## src/rtl/capture_scheduler.sv

```systemverilog
// Ping-pong frame-buffer scheduler between the capture block and the QR decoder.
// Steers capture writes into a free bank, hands full banks to the decoder, and
// aborts decodes that overrun a watchdog.
//
// Ports:
//   s00_axis_aclk / s00_axis_aresetn : clock, synchronous active-low reset
//   s00_cap_wea/addr/data            : capture block BRAM write port
//   m00_bram_wea/address/data        : gated two-bank BRAM write port
//   m00_start_capture                : 1-cycle pulse re-arming capture
//   m00_cap_bank                     : bank currently targeted by capture
//   m00_dec_start/m00_dec_bank       : decoder dispatch pulse and bank
//   s00_dec_done                     : decoder finished pulse
//   m00_dec_abort                    : decode watchdog expiry pulse
//   m00_bank_full                    : per-bank full flags
//   m00_frames_done/m00_timeouts     : decoded-frame / abort counters
module capture_scheduler #(
    parameter int FRAME_PIXELS = 76800,
    parameter int ADDR_W       = 17,
    parameter int DEC_TIMEOUT  = 16777216
) (
    input  logic              s00_axis_aclk,
    input  logic              s00_axis_aresetn,
    input  logic              s00_cap_wea,
    input  logic [ADDR_W-1:0] s00_cap_addr,
    input  logic              s00_cap_data,
    output logic              m00_start_capture,
    output logic              m00_bram_wea,
    output logic [ADDR_W:0]   m00_bram_address,
    output logic              m00_bram_data,
    output logic              m00_cap_bank,
    output logic              m00_dec_start,
    output logic              m00_dec_bank,
    input  logic              s00_dec_done,
    output logic              m00_dec_abort,
    output logic [1:0]        m00_bank_full,
    output logic [15:0]       m00_frames_done,
    output logic [7:0]        m00_timeouts
);

    localparam int CNT_W = $clog2(FRAME_PIXELS);
    localparam int TMR_W = $clog2(DEC_TIMEOUT);

    typedef enum logic [1:0] {
        CAP_RUN,
        CAP_SWAP,
        CAP_HOLD
    } cap_state_e;

    typedef enum logic {
        D_IDLE,
        D_BUSY
    } dec_state_e;

    cap_state_e        cap_state_q, cap_state_d;
    logic              cap_bank_q, cap_bank_d;
    logic [CNT_W-1:0]  pix_cnt_q, pix_cnt_d;
    logic [1:0]        full_q, full_d;
    logic              start_capture_q, start_capture_d;

    dec_state_e        dec_state_q, dec_state_d;
    logic              dec_bank_q, dec_bank_d;
    logic [TMR_W-1:0]  timer_q, timer_d;
    logic              dec_start_q, dec_start_d;
    logic              dec_abort_q, dec_abort_d;
    logic [15:0]       frames_q, frames_d;
    logic [7:0]        touts_q, touts_d;

    logic              wea_gated;
    logic              frame_end;
    logic              other_bank;
    logic              clr_full;

    assign wea_gated  = s00_cap_wea & (cap_state_q == CAP_RUN);
    assign frame_end  = wea_gated &
                        (pix_cnt_q == CNT_W'(FRAME_PIXELS - 1));
    assign other_bank = ~cap_bank_q;

    assign m00_bram_wea      = wea_gated;
    assign m00_bram_address  = {cap_bank_q, s00_cap_addr};
    assign m00_bram_data     = s00_cap_data;
    assign m00_cap_bank      = cap_bank_q;
    assign m00_start_capture = start_capture_q;
    assign m00_dec_start     = dec_start_q;
    assign m00_dec_bank      = dec_bank_q;
    assign m00_dec_abort     = dec_abort_q;
    assign m00_bank_full     = full_q;
    assign m00_frames_done   = frames_q;
    assign m00_timeouts      = touts_q;

    // Capture FSM: SWAP and HOLD share one action; SWAP only differs in
    // that it is the first cycle after the frame completed.
    always_comb begin
        cap_state_d     = cap_state_q;
        cap_bank_d      = cap_bank_q;
        pix_cnt_d       = pix_cnt_q;
        start_capture_d = 1'b0;
        unique case (cap_state_q)
            CAP_RUN: begin
                if (frame_end) begin
                    pix_cnt_d   = '0;
                    cap_state_d = CAP_SWAP;
                end else if (wea_gated) begin
                    pix_cnt_d = pix_cnt_q + 1'b1;
                end
            end
            CAP_SWAP, CAP_HOLD: begin
                if (!full_q[other_bank]) begin
                    cap_bank_d      = other_bank;
                    start_capture_d = 1'b1;
                    cap_state_d     = CAP_RUN;
                end else begin
                    cap_state_d = CAP_HOLD;
                end
            end
            default: cap_state_d = CAP_RUN;
        endcase
    end

    // Decode FSM. With both banks full the one not owned by capture is the
    // older frame; with one full bank, full_q[1] names it directly.
    always_comb begin
        dec_state_d = dec_state_q;
        dec_bank_d  = dec_bank_q;
        timer_d     = timer_q;
        dec_start_d = 1'b0;
        dec_abort_d = 1'b0;
        frames_d    = frames_q;
        touts_d     = touts_q;
        clr_full    = 1'b0;
        unique case (dec_state_q)
            D_IDLE: begin
                if (|full_q) begin
                    dec_bank_d  = (&full_q) ? other_bank : full_q[1];
                    dec_start_d = 1'b1;
                    timer_d     = '0;
                    dec_state_d = D_BUSY;
                end
            end
            D_BUSY: begin
                timer_d = timer_q + 1'b1;
                if (s00_dec_done) begin
                    clr_full    = 1'b1;
                    frames_d    = frames_q + 16'd1;
                    dec_state_d = D_IDLE;
                end else if (timer_q == TMR_W'(DEC_TIMEOUT - 1)) begin
                    clr_full    = 1'b1;
                    dec_abort_d = 1'b1;
                    if (touts_q != 8'hFF) begin
                        touts_d = touts_q + 8'd1;
                    end
                    dec_state_d = D_IDLE;
                end
            end
            default: dec_state_d = D_IDLE;
        endcase
    end

    // Capture only ever fills an empty bank and the decoder only clears a
    // full one, so set and clear never collide on the same bank.
    always_comb begin
        full_d = full_q;
        if (clr_full) begin
            full_d[dec_bank_q] = 1'b0;
        end
        if (frame_end) begin
            full_d[cap_bank_q] = 1'b1;
        end
    end

    always_ff @(posedge s00_axis_aclk) begin
        if (!s00_axis_aresetn) begin
            cap_state_q     <= CAP_RUN;
            cap_bank_q      <= 1'b0;
            pix_cnt_q       <= '0;
            full_q          <= 2'b00;
            start_capture_q <= 1'b0;
            dec_state_q     <= D_IDLE;
            dec_bank_q      <= 1'b0;
            timer_q         <= '0;
            dec_start_q     <= 1'b0;
            dec_abort_q     <= 1'b0;
            frames_q        <= 16'd0;
            touts_q         <= 8'd0;
        end else begin
            cap_state_q     <= cap_state_d;
            cap_bank_q      <= cap_bank_d;
            pix_cnt_q       <= pix_cnt_d;
            full_q          <= full_d;
            start_capture_q <= start_capture_d;
            dec_state_q     <= dec_state_d;
            dec_bank_q      <= dec_bank_d;
            timer_q         <= timer_d;
            dec_start_q     <= dec_start_d;
            dec_abort_q     <= dec_abort_d;
            frames_q        <= frames_d;
            touts_q         <= touts_d;
        end
    end

endmodule

```

## config.mk

```make
export PLATFORM = sky130hd
export DESIGN_NAME = capture_scheduler
export DESIGN_NICKNAME = d
export VERILOG_FILES = /design/src/rtl/capture_scheduler.sv
export SDC_FILE = /design/constraint.sdc
export NUM_CORES = 1
export LEC_CHECK = 0
export ABC_CLOCK_PERIOD_IN_PS = 2000
export BUFFER_PORTS_ARGS = -buffer_cell sky130_fd_sc_hd__buf_4
export CORE_MARGIN = 1
export CORE_UTILIZATION = 30
export DETAILED_ROUTE_END_ITERATION = 7
export GPL_TIMING_DRIVEN = 0
export PLACE_DENSITY = 0.53
export SLEW_MARGIN = 20
export SYNTH_ARGS = -nofsm -noshare
export SYNTH_HDL_FRONTEND = slang
export SYNTH_SLANG_ARGS = --single-unit
```

## constraint.sdc

```tcl
create_clock -name s00_axis_aclk -period 2 [get_ports s00_axis_aclk]
set_clock_uncertainty 0.1 [all_clocks]
set_input_delay 0.4 -clock s00_axis_aclk [delete_from_list [all_inputs] [get_ports s00_axis_aclk]]
set_output_delay 0.4 -clock s00_axis_aclk [all_outputs]
set_load 0.02 [all_outputs]
```

==> results.cfg <==
[sta]
tns_ns = 0
rsz0062_at_grt = false
max_freq_mhz = 516.0
hold_violations = 0
period_needed_ns = 1.938
post-route-period-util_pct = 96.90
fin_ws_ns = 0.06197
drv_slew = 0
worst_pin_slew_ns = 0.6147
max_slew_margin_pct = 59.02
hold_ws_ns = 0.2394
setup_violations = 0

[worst_setup_path]
critPathSlowestCell = or4_4
path_class = flip-flop to flip-flop
crit_chain = nand4_1 -> nor4_4 -> buf_4 -> nand3_4 -> buf_6 -> or4_4 -> nand2_2
critPathLaunchType = flip-flop
critPathTopFamily = simple AND/OR/NAND/NOR gates
arrival_ns = 2.11
cp_max_fo = 8
cp.required_ns = 2.18
worst-path-buf-inv = 2
endpoint_kind = flip-flop
cpPeakStageDelay_ns = 0.47

[global_routing]
grt_pass1_wl_mm = 14.21
grt_max_degree = 14
top_usage_layer = met2
grt_use_total_pct = 14.50
grt_pass1_vias = 2965
grtUsageMet2_pct = 23.61
grtUsageMet3_pct = 3.280
antenna_found_initial = 0
grt_overflow = 0
grt_use_met1_pct = 18.22

[finish]
final_cell_mix = buf_4 (95), dfxtp_1 (60), nor2_1 (55), nand2_1 (43), nand3_1 (28)
area_growth_pct = 34.61
drive_gt1_share_pct = 34.26
final_common_cell = buf_4
fill_cells = 1160
fin_nets = 529
antenna_cells = 0

[logic_synthesis]
synth_area_um2 = 3568
synthCells = 416
synth_nets = 445
yosys.area_share.xor_xnor_pct = 8.345
synth_top_family_by_area = simple AND/OR/NAND/NOR gates
ys_ff_latch = 75
seq_area_frac_synth_pct = 42.08
synth_edf_count = 0
yosys_warnings = 0
syn_avg_cell_area_um2 = 8.578
yosys-mux-area-fraction_pct = 3.436
yosys.area_share.adder_pct = 2.454
synth-simple-area-share_pct = 30.82
async_flop_share_pct = 0
synth_compound_area_share_pct = 6.452
synthFlopType = dfxtp_1
synth_cell_types = 40

[route]
finalWirelength_mm = 8.670
ant_nets = 0
first_iter_violations = 159
wl_per_cell_um = 13.38
via_count = 3226
firstDrtPassIters = 6
vias_per_cell = 4.978
drc = 14

[power_and_ir_drop]
switchingPower_uw = 712.8
sequentialPowerShare_pct = 44.1
power_density_nw_per_um2 = 705.5
ir_drop_mv = 0.4225
internal_power_mw = 2.676
clock_power_share_pct = 51.9
finalPower_mw = 3.389
share_comb_of_total_power_pct = 4.0
switching_share_pct = 21.04
leakagePower_nw = 1.905

[floorplan]
core_um2 = 11520
die_x_um = 111.1
start_util_pct = 30.99
rows = 39
num_io_pins = 73
fp.dieH_um = 111.1
dieArea_um2 = 12340

[cts]
cts_buffers = 9
root_buffer = clkbuf_16
clk_latency_ns = 0.33
clock_sinks = 75
htreeDepth = 3
cts_hold_buf = 0
clkTransAtPathRegs_ns = 0.06
cts_tree = yes
cts_buffer_depth = 2

[worst_hold_path]
hp-class = input pin to flip-flop

[placement]
hpwl_mm = 5.808
io_buffers = 54
dp_slack_ns = -0.2715
place_congestion = 0.7703

[outcome]
outcome = complete, but fails checks
violations = design-rule violations

[flow_run]
maxCapViolCount = 0
==> flip-flops by register name, indices dropped and copies added, names as in the netlist <==
name               count
m00_dec_start          1
m00_dec_bank           1
m00_dec_abort          1
m00_frames_done       16
m00_start_capture      1
m00_cap_bank           1
m00_timeouts           8
pix_cnt_q             17
timer_q               24
m00_bank_full          2
cap_state_q            2
dec_state_q            1
==> per-layer routing <==
layer,part of all wire (%),wire (um),vias to the layer above
li1,-,-,1601
met1,46,4010,1527
met2,47,4076,86
met3,5.1,439,12
met4,1.7,144,0
met5,0,0,-
==> Yosys cell counts (4+ instances only) <==
master    instances  area (um2)
dfxtp_1          75        1501
nor2_1           55       206.5
nand2_1          45       168.9
nand3_1          28       140.1
nand4_1          21       131.4
a21oi_1          20       100.1
xor2_1           20       175.2
buf_4            19       142.6
xnor2_1          14       122.6
clkbuf_1         11       41.29
mux2_2           10       112.6
and3_1            8       50.05
and4_1            8       70.07
nor3_1            8       40.04
or2_2             8       50.05
ha_1              7       87.58
inv_1             7       26.28
or3_1             7       43.79
o21ai_0           6       30.03
nor4_1            5       31.28
o211ai_1          4       30.03
==> power groups by stage <==
stage / clock, mW / combinational, mW / sequential (mW)
2_1_floorplan: 0 / 0.0834 / 1.53
3_3_place_gp: 0 / 0.135 / 1.53
3_5_place_dp: 0 / 0.136 / 1.53
4_1_cts: 1.80 / 0.137 / 1.50
5_1_grt: 1.89 / 0.145 / 1.49
6_report: 1.76 / 0.136 / 1.50
==> logic make-up (layout without fill, tap and decap cells) <==
group | Yosys count | count (layout)
buffers and inverters | 41 | 130
AOI/OAI and AO/OA | 39 | 39
and+or+nand+nor | 209 | 209
adders and majority gates | 7 | 7
DFF | 75 | 75
muxes | 11 | 11
xor gates and xnor gates | 34 | 34
==> repair_timing <==
| item | in CTS | in global routing |
|---|---|---|
| setup buffers | 12 | 9 |
| pin swaps | 7 | 7 |
| endpoints found under the setup margin | 29 | 36 |
| gates resized for setup | 23 | 24 |
==> path summary, 6_finish.rpt <==
path                     endpoint    startpoint  slack [ns]  cells after the start
setup / recovery  m00_timeouts[4]    timer_q[8]        0.06                      7
hold / removal      m00_dec_abort  s00_dec_done        0.24                      2
setup reg to reg  m00_timeouts[4]    timer_q[8]        0.06                      7
hold reg to reg        timer_q[9]    timer_q[9]        0.39                      2
==> final cells by class <==
cell class / count / area [um2] / share of cell area [%]
plain buffers: 31 / 203.9 / 4.246
clock buffers: 10 / 239.0 / 4.975
flip-flops and latches: 75 / 1530 / 31.86
repair buffers: 75 / 563.0 / 11.72
multi-input cells: 300 / 1969 / 41.00
clock inverters: 6 / 88.84 / 1.849
inverters: 8 / 30.03 / 0.6252
well taps: 143 / 178.9 / 3.725
==> worst reg2reg max path, cell delays in order, from the launching register on <==
cell and delay [ns]:
dfxtp_4 0.36, nand4_1 0.18, nor4_4 0.30, buf_4 0.18, nand3_4 0.07, buf_6 0.14, or4_4 0.47, nand2_2 0.06
==> stage by stage <==
stage,area [um2],cells,util [%]
5_1_grt,4803,648,41.71
3_5_place_dp,4165,613,36.17
6_report,4803,648,41.71
2_1_floorplan,3581,416,-
3_3_place_gp,4165,613,36.17
4_1_cts,4671,641,40.56
Note: power is estimated with default switching activity, not from simulation.
